[config.mk]
export PLATFORM = sky130hd
export DESIGN_NAME = pipe_delay
export DESIGN_NICKNAME = d
export VERILOG_FILES = /design/src/rtl/pipe_delay.sv
export SDC_FILE = /design/constraint.sdc
export NUM_CORES = 1
export LEC_CHECK = 0
export BUFFER_PORTS_ARGS = -buffer_cell sky130_fd_sc_hd__buf_4
export CAP_MARGIN = 20
export CORE_ASPECT_RATIO = 0.9
export CORE_UTILIZATION = 51
export DETAILED_ROUTE_END_ITERATION = 8
export PLACE_DENSITY = 0.68
export SLEW_MARGIN = 25
export SYNTH_ARGS = -nofsm -noshare
export SYNTH_HDL_FRONTEND = slang
export SYNTH_SLANG_ARGS = --single-unit
[constraint.sdc]
create_clock -name clk -period 2.66 [get_ports clk]
set_input_delay 0.266 -clock clk [delete_from_list [all_inputs] [get_ports clk]]
set_output_delay 0.266 -clock clk [all_outputs]
set_load 0.005 [all_outputs]
[src/rtl/pipe_delay.sv]
// pipe_delay: programmable, stallable, valid-tagged delay line with a runtime output tap.
// Defining PIPE_DELAY_OCCUPANCY_EN adds an occupancy output counting samples in flight to the tap.
module pipe_delay #(
  parameter int WIDTH = 8,
  parameter int CHANNELS = 1,
  parameter int MAX_LENGTH = 16,
  localparam int DW = $clog2(MAX_LENGTH + 1)
) (
  input  logic                      clk,
  input  logic                      reset,
  input  logic                      en,
  input  logic                      flush,
  input  logic [DW-1:0]             delay_sel,
  input  logic                      in_valid,
  input  logic [CHANNELS*WIDTH-1:0] in_data,
  output logic                      out_valid,
  output logic [CHANNELS*WIDTH-1:0] out_data
`ifdef PIPE_DELAY_OCCUPANCY_EN
  ,
  output logic [DW-1:0]             occupancy
`endif
);
  localparam int BW = CHANNELS * WIDTH;
  logic [MAX_LENGTH-1:0][BW-1:0] d_q, d_d;
  logic [MAX_LENGTH:0][BW-1:0] d_chain;
  logic [MAX_LENGTH:0] v_chain;
  logic [MAX_LENGTH-1:0] v_q, v_d;
  logic [DW-1:0] dq_q, dq_d;
  logic clr, tap_v;
  logic [BW-1:0] tap_d;
  always_comb begin
    dq_d = (delay_sel > DW'(MAX_LENGTH)) ? DW'(MAX_LENGTH) : delay_sel;
    clr = reset | flush | (dq_d != dq_q);
    d_chain = {d_q, in_data};
    v_chain = {v_q, in_valid};
    d_d = reset ? '0 : (en && !flush) ? d_chain[MAX_LENGTH-1:0] : d_q;
    v_d = clr ? '0 : en ? v_chain[MAX_LENGTH-1:0] : v_q;
    tap_v = 1'b0;
    tap_d = '0;
    for (int i = 0; i < MAX_LENGTH; i++)
      if (dq_q == DW'(i + 1)) begin
        tap_v = v_q[i] & ~reset;
        tap_d = d_q[i];
      end
    // A zero delay bypasses the registers entirely, so it ignores en, flush and reset.
    out_valid = (dq_q == '0) ? in_valid : tap_v;
    out_data = !out_valid ? '0 : (dq_q == '0) ? in_data : tap_d;
  end
`ifdef PIPE_DELAY_OCCUPANCY_EN
  always_comb begin
    occupancy = '0;
    for (int i = 0; i < MAX_LENGTH; i++)
      occupancy += (DW'(i) < dq_q && !reset) ? DW'(v_q[i]) : '0;
  end
`endif
  always_ff @(posedge clk) begin
    d_q <= d_d;
    v_q <= v_d;
    dq_q <= dq_d;
  end
endmodule

==> results of run 1 <==
==> timing repair <==
action,in CTS,in global routing
hold endpoints to repair,1,0
setup endpoints to repair,9,9
setup buffers,17,2
gates cloned,1,0
hold buffers,1,0
resized for setup,63,19
pin swaps,15,9
==> state kept, by name (all words and copies together), names as in the netlist <==
signal,count
v_q,16
dq_q,5
d_chain,128
==> stage by stage <==
| stage | total power [mW] | hold WS, ps | utilization, % |
|---|---|---|---|
| after floorplan | 2.56 | 338 | - |
| after global placement | 2.73 | 429 | 57.3 |
| after detailed placement | 2.73 | 429 | 57.3 |
| after CTS | 5.30 | 82.1 | 65.2 |
| after global routing | 5.45 | 99.2 | 66.0 |
| final | 5.29 | 92.4 | 66.0 |
==> routing by layer <==
layer / track usage (%) / up-vias / share of wire (%)
met2: 48.9 / 252 / 45
met1: 45.8 / 3156 / 46
met3: 8.56 / 28 / 7.9
met4: 9.21 / 0 / 1.5
met5: 0 / - / 0
li1: - / 3154 / -
==> final timing paths <==
kind,endpoint,slack [ps]
worst min-delay path,dq_q[1],90
worst min register to register,d_chain[128],450
worst max-delay path,out_data[5],-50
worst max register to register,v_q[9],660
==> report_power, final <==
| part | leakage, nW | internal (mW) | switching [mW] |
|---|---|---|---|
| clock | 0.302 | 1.54 | 0.982 |
| combinational | 1.46 | 0.193 | 0.319 |
| sequential | 1.20 | 2.24 | 0.0190 |
| total | 2.97 | 3.98 | 1.32 |
==> placed cells by master (no fill, tap or decap), types with 4 or more instances in the layout <==
| cell | instances |
|---|---|
| buf_6 | 12 |
| nor2_1 | 36 |
| mux2_2 | 9 |
| o22ai_1 | 8 |
| a221oi_1 | 4 |
| nor2b_1 | 8 |
| o21ai_0 | 12 |
| a21oi_1 | 147 |
| a211oi_1 | 4 |
| nor3_1 | 9 |
| a22oi_1 | 6 |
| nand4_1 | 5 |
| clkbuf_16 | 17 |
| inv_1 | 5 |
| o211ai_1 | 6 |
| dfxtp_1 | 145 |
| clkinvlp_4 | 4 |
| mux2i_1 | 35 |
| buf_12 | 5 |
| nand2_1 | 274 |
| a31oi_1 | 4 |
| buf_4 | 76 |
| nand3_1 | 9 |
==> cell type report <==
type	instances	area [um2]	area share, %
Clock buffer	19	453	5.33
Clock inverter	13	170	2.00
Inverter	7	33.8	0.398
Multi-Input combinational cell	662	3780	44.5
Sequential cell	149	3000	35.2
Tap cell	164	205	2.41
Timing Repair Buffer	97	861	10.1
==> cells by family after synthesis <==
family / share of synthesized area [%]
flip-flops: 43.6
buffers and inverters: 5.03
AO/OA/AOI/OAI: 20.8
AND/OR/NAND/NOR: 23.1
multiplexers: 7.10
XOR/XNOR: 0.384
==> qor.yml, run 1 <==
floorplanning:
  die_area_um2: 13900
  io_pins: 27
  fp-row-count: 39
  core_um2: 12900
  die_h_um: 112
  floorplan.initialDensity_pct: 53.1
  die_x_um: 124
setup_path:
  path_buf_inv: 4
  critical_path.slowest_cell: "dfxtp_4"
  crit_arrival_ps: 2440
  cp-startpoint: "dq_q[0]"
  cp_max_fo: 10
  criticalPathCategory: "reg2out"
  worstRegToRegCells: 8
  critPathLaunchType: "flip-flop"
  crit-reg2reg-launch: "dq_q[1]"
  cpPeakStageDelay_ps: 440
  required_ps: 2390
  path_cells: "clkinvlp_4, buf_4, buf_4, a21o_1, a222oi_1, o21ai_1, a22oi_1, a21oi_1, buf_4"
  crit_path_end_kind: "primary output"
  crit_top_cell: "buf_4"
  critPathTopFamily: "compound AO/OA/AOI/OAI gates"
  cp_num_cells: 9
timing:
  setup_viol: 7
  fin_crit_ps: 2710
  worstMarginPinSlew_ps: 804
  fin_crit_sh_pct: 102
  finClkSkew_ps: 6.07
  drv_slew: 0
  rsz0062_at_grt: "yes"
  hold_viol: 0
  fmax_mhz: 369
  slew_headroom_pct: 46.4
  tns_ps: -237
  finalWorstSetupSlack_ps: -50.8
cts:
  clock_path_buffers: 2
  cts_tree: "yes"
  path_clk_slew_ps: 60
  cts_buffers: 17
  insertion_delay_ps: 420
  root_buffer: "clkbuf_16"
  clock-sinks: 149
  htree_levels: 4
logic_synthesis:
  synthMostInstantiatedCell: "nand2_1"
  synth_fp_nets: 906
  ys_ff_latch: 149
  synth-edff-count: 0
  synth_cell_types: 59
  ys.flop_type: "dfxtp_1"
  synthDominantCellAreaShare_pct: 43.6
  yosys-top-cells-area: "dfxtp_1 44%, nand2_1 15%, a21oi_1 11%"
  synth_area_um2: 6840
  synth_top_cell_by_area: "dfxtp_1"
  ys_warn_count: 0
  synth_cells: 888
  ys_seq_area_share_pct: 43.6
  synthArstFlopShare_pct: 0
  syn_area_per_cell_um2: 7.70
  yosys-top-cells-count: "276 x nand2_1, 149 x dfxtp_1, 148 x a21oi_1"
run:
  drv_cap: 0
power_and_ir_drop:
  p_per_area_nw_per_um2: 623
  irDropWorstVdd_mv: 0.548
  power.leakage_nw: 2.97
final_layout:
  fill_cells: 1120
  area_delta_synth_final_pct: 24.3
  final_area_um2: 8500
  nNetsFinal: 952
  diodes: 0
  final_layout_size_suffix_gt1_share_pct: 20.2
  fin_cells: 1111
route:
  ant_nets: 0
  wire_per_inst_um: 19.5
  drt_pre_antenna_iters: 8
  dr.first_iter.drc_count: 657
  vias: 6590
  drcViolationCount: 0
  viasPerCell: 5.93
  finalWirelength_um: 21700
placed_design:
  port_buffers: 26
  pre_cts_ws_ps: -99.0
  dpl-instance-area_um2: 7380
  gp_congestion: 0.969
  dp_hpwl_um: 14700
  dpl.cell_count: 1058
global_route:
  grt_remaining_overflow: 0
  grt_max_degree: 105
  track_usage_pct: 32.6
  antenna_found_initial: 0
  grt_pass1_vias: 6177
  grt_first_pass_wirelength_um: 34000
outcome:
  violations: "negative setup slack"
  outcome: "finished, violations left"
worst_hold_path:
  hp-start: "delay_sel[1]"
  hp-class: "in2reg"
  min_path_cells: 2
Note: power is estimated with default switching activity, not from simulation.
==> run 2, diff against run 1 <==
--- a/config.mk
+++ b/config.mk
@@ -9,7 +9,6 @@
 export CAP_MARGIN = 20
 export CORE_ASPECT_RATIO = 0.9
-export CORE_UTILIZATION = 51
+export CORE_UTILIZATION = 45
 export DETAILED_ROUTE_END_ITERATION = 8
-export PLACE_DENSITY = 0.68
 export SLEW_MARGIN = 25
 export SYNTH_ARGS = -nofsm -noshare
==> constraint.sdc (replaced) <==
create_clock -name clk -period 2.66 [get_ports clk]
set_input_delay 0.266 -clock clk [delete_from_list [all_inputs] [get_ports clk]]
set_output_delay 0.266 -clock clk [all_outputs]
set_load 0.05 [all_outputs]
==> run 2 against run 1 <==
  * The flow still finishes with violations (negative setup slack)
  * Critical path depth shrank 2
  * Sequential power about the same
  * Core utilization down 8.0 points
  * Sequential share of layout area is 0.22 points lower
==> qor.yml, run 2 (synthesis results as in run 1) <==
timing:
  finalWorstSetupSlack_ps: -155  # -104 ps
  worstMarginPinSlew_ps: 983  # +180 ps
  fin_crit_ps: 2810  # +104 ps
  setup_viol: 9  # +2
  rsz0062_at_grt: "yes"
  drv_slew: 0  # unchanged
  hold_viol: 0  # unchanged
  holdWs_ps: 73.6  # -18.8 ps
  finClkSkew_ps: 10.8  # +4.74 ps
  fin_crit_sh_pct: 106  # +3.9 points
  fmax_mhz: 355  # -3.7%
  slew_headroom_pct: 34.4  # -12 points
floorplanning:
  io_pins: 27  # unchanged
  floorplan.initialDensity_pct: 46.3  # -6.8 points
  die_h_um: 119  # +6.3%
  die_x_um: 132  # +6.4%
  die_area_um2: 15700  # +13%
  core_um2: 14800  # +15%
  fp-row-count: 42  # +7.7%
route:
  viasPerCell: 5.71  # -3.7%
  vias: 6530  # -0.91%
  dr.first_iter.drc_count: 694  # +5.6%
  ant_nets: 0  # unchanged
  finalWirelength_um: 21900  # +0.82%
  drcViolationCount: 0  # unchanged
  drt_pre_antenna_iters: 5  # -3
  wire_per_inst_um: 19.1  # -2.0%
setup_path:
  crit_arrival_ps: 2550  # +110 ps
  critical_path.slowest_cell: "a311o_2"
  cp_max_fo: 6  # -4
  r2r-end: "v_q[10]"
  crit_path_end_kind: "primary output"
  criticalPathCategory: "reg2out"
  critPathLaunchType: "flip-flop"
  cpPeakStageDelay_ps: 500  # +60 ps
  required_ps: 2390  # about the same
  path_buf_inv: 1  # -3
  critPathTopFamily: "compound AO/OA/AOI/OAI gates"
  worstRegToRegCells: 7  # -1
  path_cells: "mux2_4, a221oi_4, o311ai_2, a311o_2, o21ai_4, a311oi_2, buf_6"
  ff2ff_setup_slack_ps: 740  # +80 ps
  crit-reg2reg-launch: "dq_q[1]"
run:
  drv_cap: 0  # unchanged
global_route:
  grt_pass1_vias: 6009  # -2.7%
  grt_first_pass_wirelength_um: 34100  # +0.35%
  grt_max_degree: 129  # +23%
  track_usage_pct: 28.6  # -4.0 points
  antenna_found_initial: 0  # unchanged
  grt_remaining_overflow: 0  # unchanged
cts:
  clock_path_buffers: 2  # unchanged
  insertion_delay_ps: 430  # about the same
  clock-sinks: 149  # unchanged
  cts_tree: "yes"
  htree_levels: 4  # unchanged
  root_buffer: "clkbuf_16"
  path_clk_slew_ps: 60  # about the same
  cts_buffers: 17  # unchanged
final_layout:
  diodes: 0  # unchanged
  mostFrequentLayoutCells: "272 x nand2_1, 145 x dfxtp_1, 144 x a21oi_1"
  nNetsFinal: 950  # -0.21%
  area_delta_synth_final_pct: 25.2
  largest_reg_flops: 128  # unchanged
  final_common_cell: "nand2_1"
  final_layout_size_suffix_gt1_share_pct: 20.2  # +0.043 points
placed_design:
  port_buffers: 26  # unchanged
  gp_congestion: 0.904  # -6.7%
  dp_hpwl_um: 14600  # -0.75%
worst_hold_path:
  hp-class: "in2reg"
  min_path_cells: 2  # unchanged
  hp-start: "delay_sel[1]"
  hold-path-endpoint: "dq_q[1]"
outcome:
  outcome: "finished, violations left"
  violations: "negative setup slack"
power_and_ir_drop:
  irDropWorstVdd_mv: 0.437  # -20%
  power.leakage_nw: 2.96  # -0.19%
  p_per_area_nw_per_um2: 611  # -1.9%
  p_total_mw: 5.23  # -1.2%
==> run 2: per-layer routing <==
layer | global-route usage, % | share of wire [%]
met5 | 0 | 0
met3 | 5.45 | 6.0
met4 | 11.6 | 2.3
met2 | 42.3 | 44
met1 | 40.7 | 47
==> run 2: repair_timing <==
item,CTS,global route
endpoints found under the setup margin,9,9
hold buffers,1,0
cloned,2,0
setup buffers,12,5
endpoints found under the hold margin,1,0
resized for setup,53,30
pin swaps,10,13
==> run 2: how the worst max path moves through the flow <==
| stage | start | endpoint | slack [ps] | cells past startpoint |
|---|---|---|---|---|
| 2_1_floorplan | dq_q[3] | out_data[2] | -70 | 7 |
| 3_3_place_gp | dq_q[0] | out_data[6] | 4 | 7 |
| 3_5_place_dp | dq_q[0] | out_data[6] | -20 | 7 |
| 4_1_cts | dq_q[1] | out_data[7] | -150 | 7 |
| 5_1_grt | dq_q[1] | out_data[7] | -220 | 7 |
| 6_report | dq_q[1] | out_data[7] | -150 | 7 |
==> run 2: cell type report <==
class	count	area (um2)
clock buffer	21	450
clock inverter	11	149
fill	1373	6210
inverter	7	30.0
multi-input combinational	662	3800
sequential	149	3000
tap	198	248
timing repair buffer	95	887
==> run 2: power by group <==
group          leakage [nW]  total (mW)  internal, mW  switching (mW)
logic                  1.47       0.527         0.195           0.332
registers              1.20        2.26          2.24          0.0181
clock network         0.284        2.44          1.50           0.942
total                  2.96        5.23          3.94            1.29
==> run 2: metrics by stage <==
step / std cells / cell area (um2) / worst slack [ps] / utilization (%) / TNS, ps
finish: 1143 / 8560 / -155 / 58.0 / -1140
global route: 1143 / 8560 / -224 / 58.0 / -1750
CTS: 1138 / 8400 / -152 / 56.9 / -996
detailed placement: 1091 / 7440 / -15.8 / 50.4 / -26.7
global placement: 1091 / 7440 / 3.91 / 50.4 / 0
floorplan: 888 / 6870 / -65.9 / - / -254
==> run 2: worst register-to-register path, stage by stage (launching register included) <==
cell,delay (ps)
dfxtp_4,410
buf_4,160
xnor2_1,110
o21ai_0,90
nor3_1,140
a41o_1,130
nand4_1,520
nor2_1,270
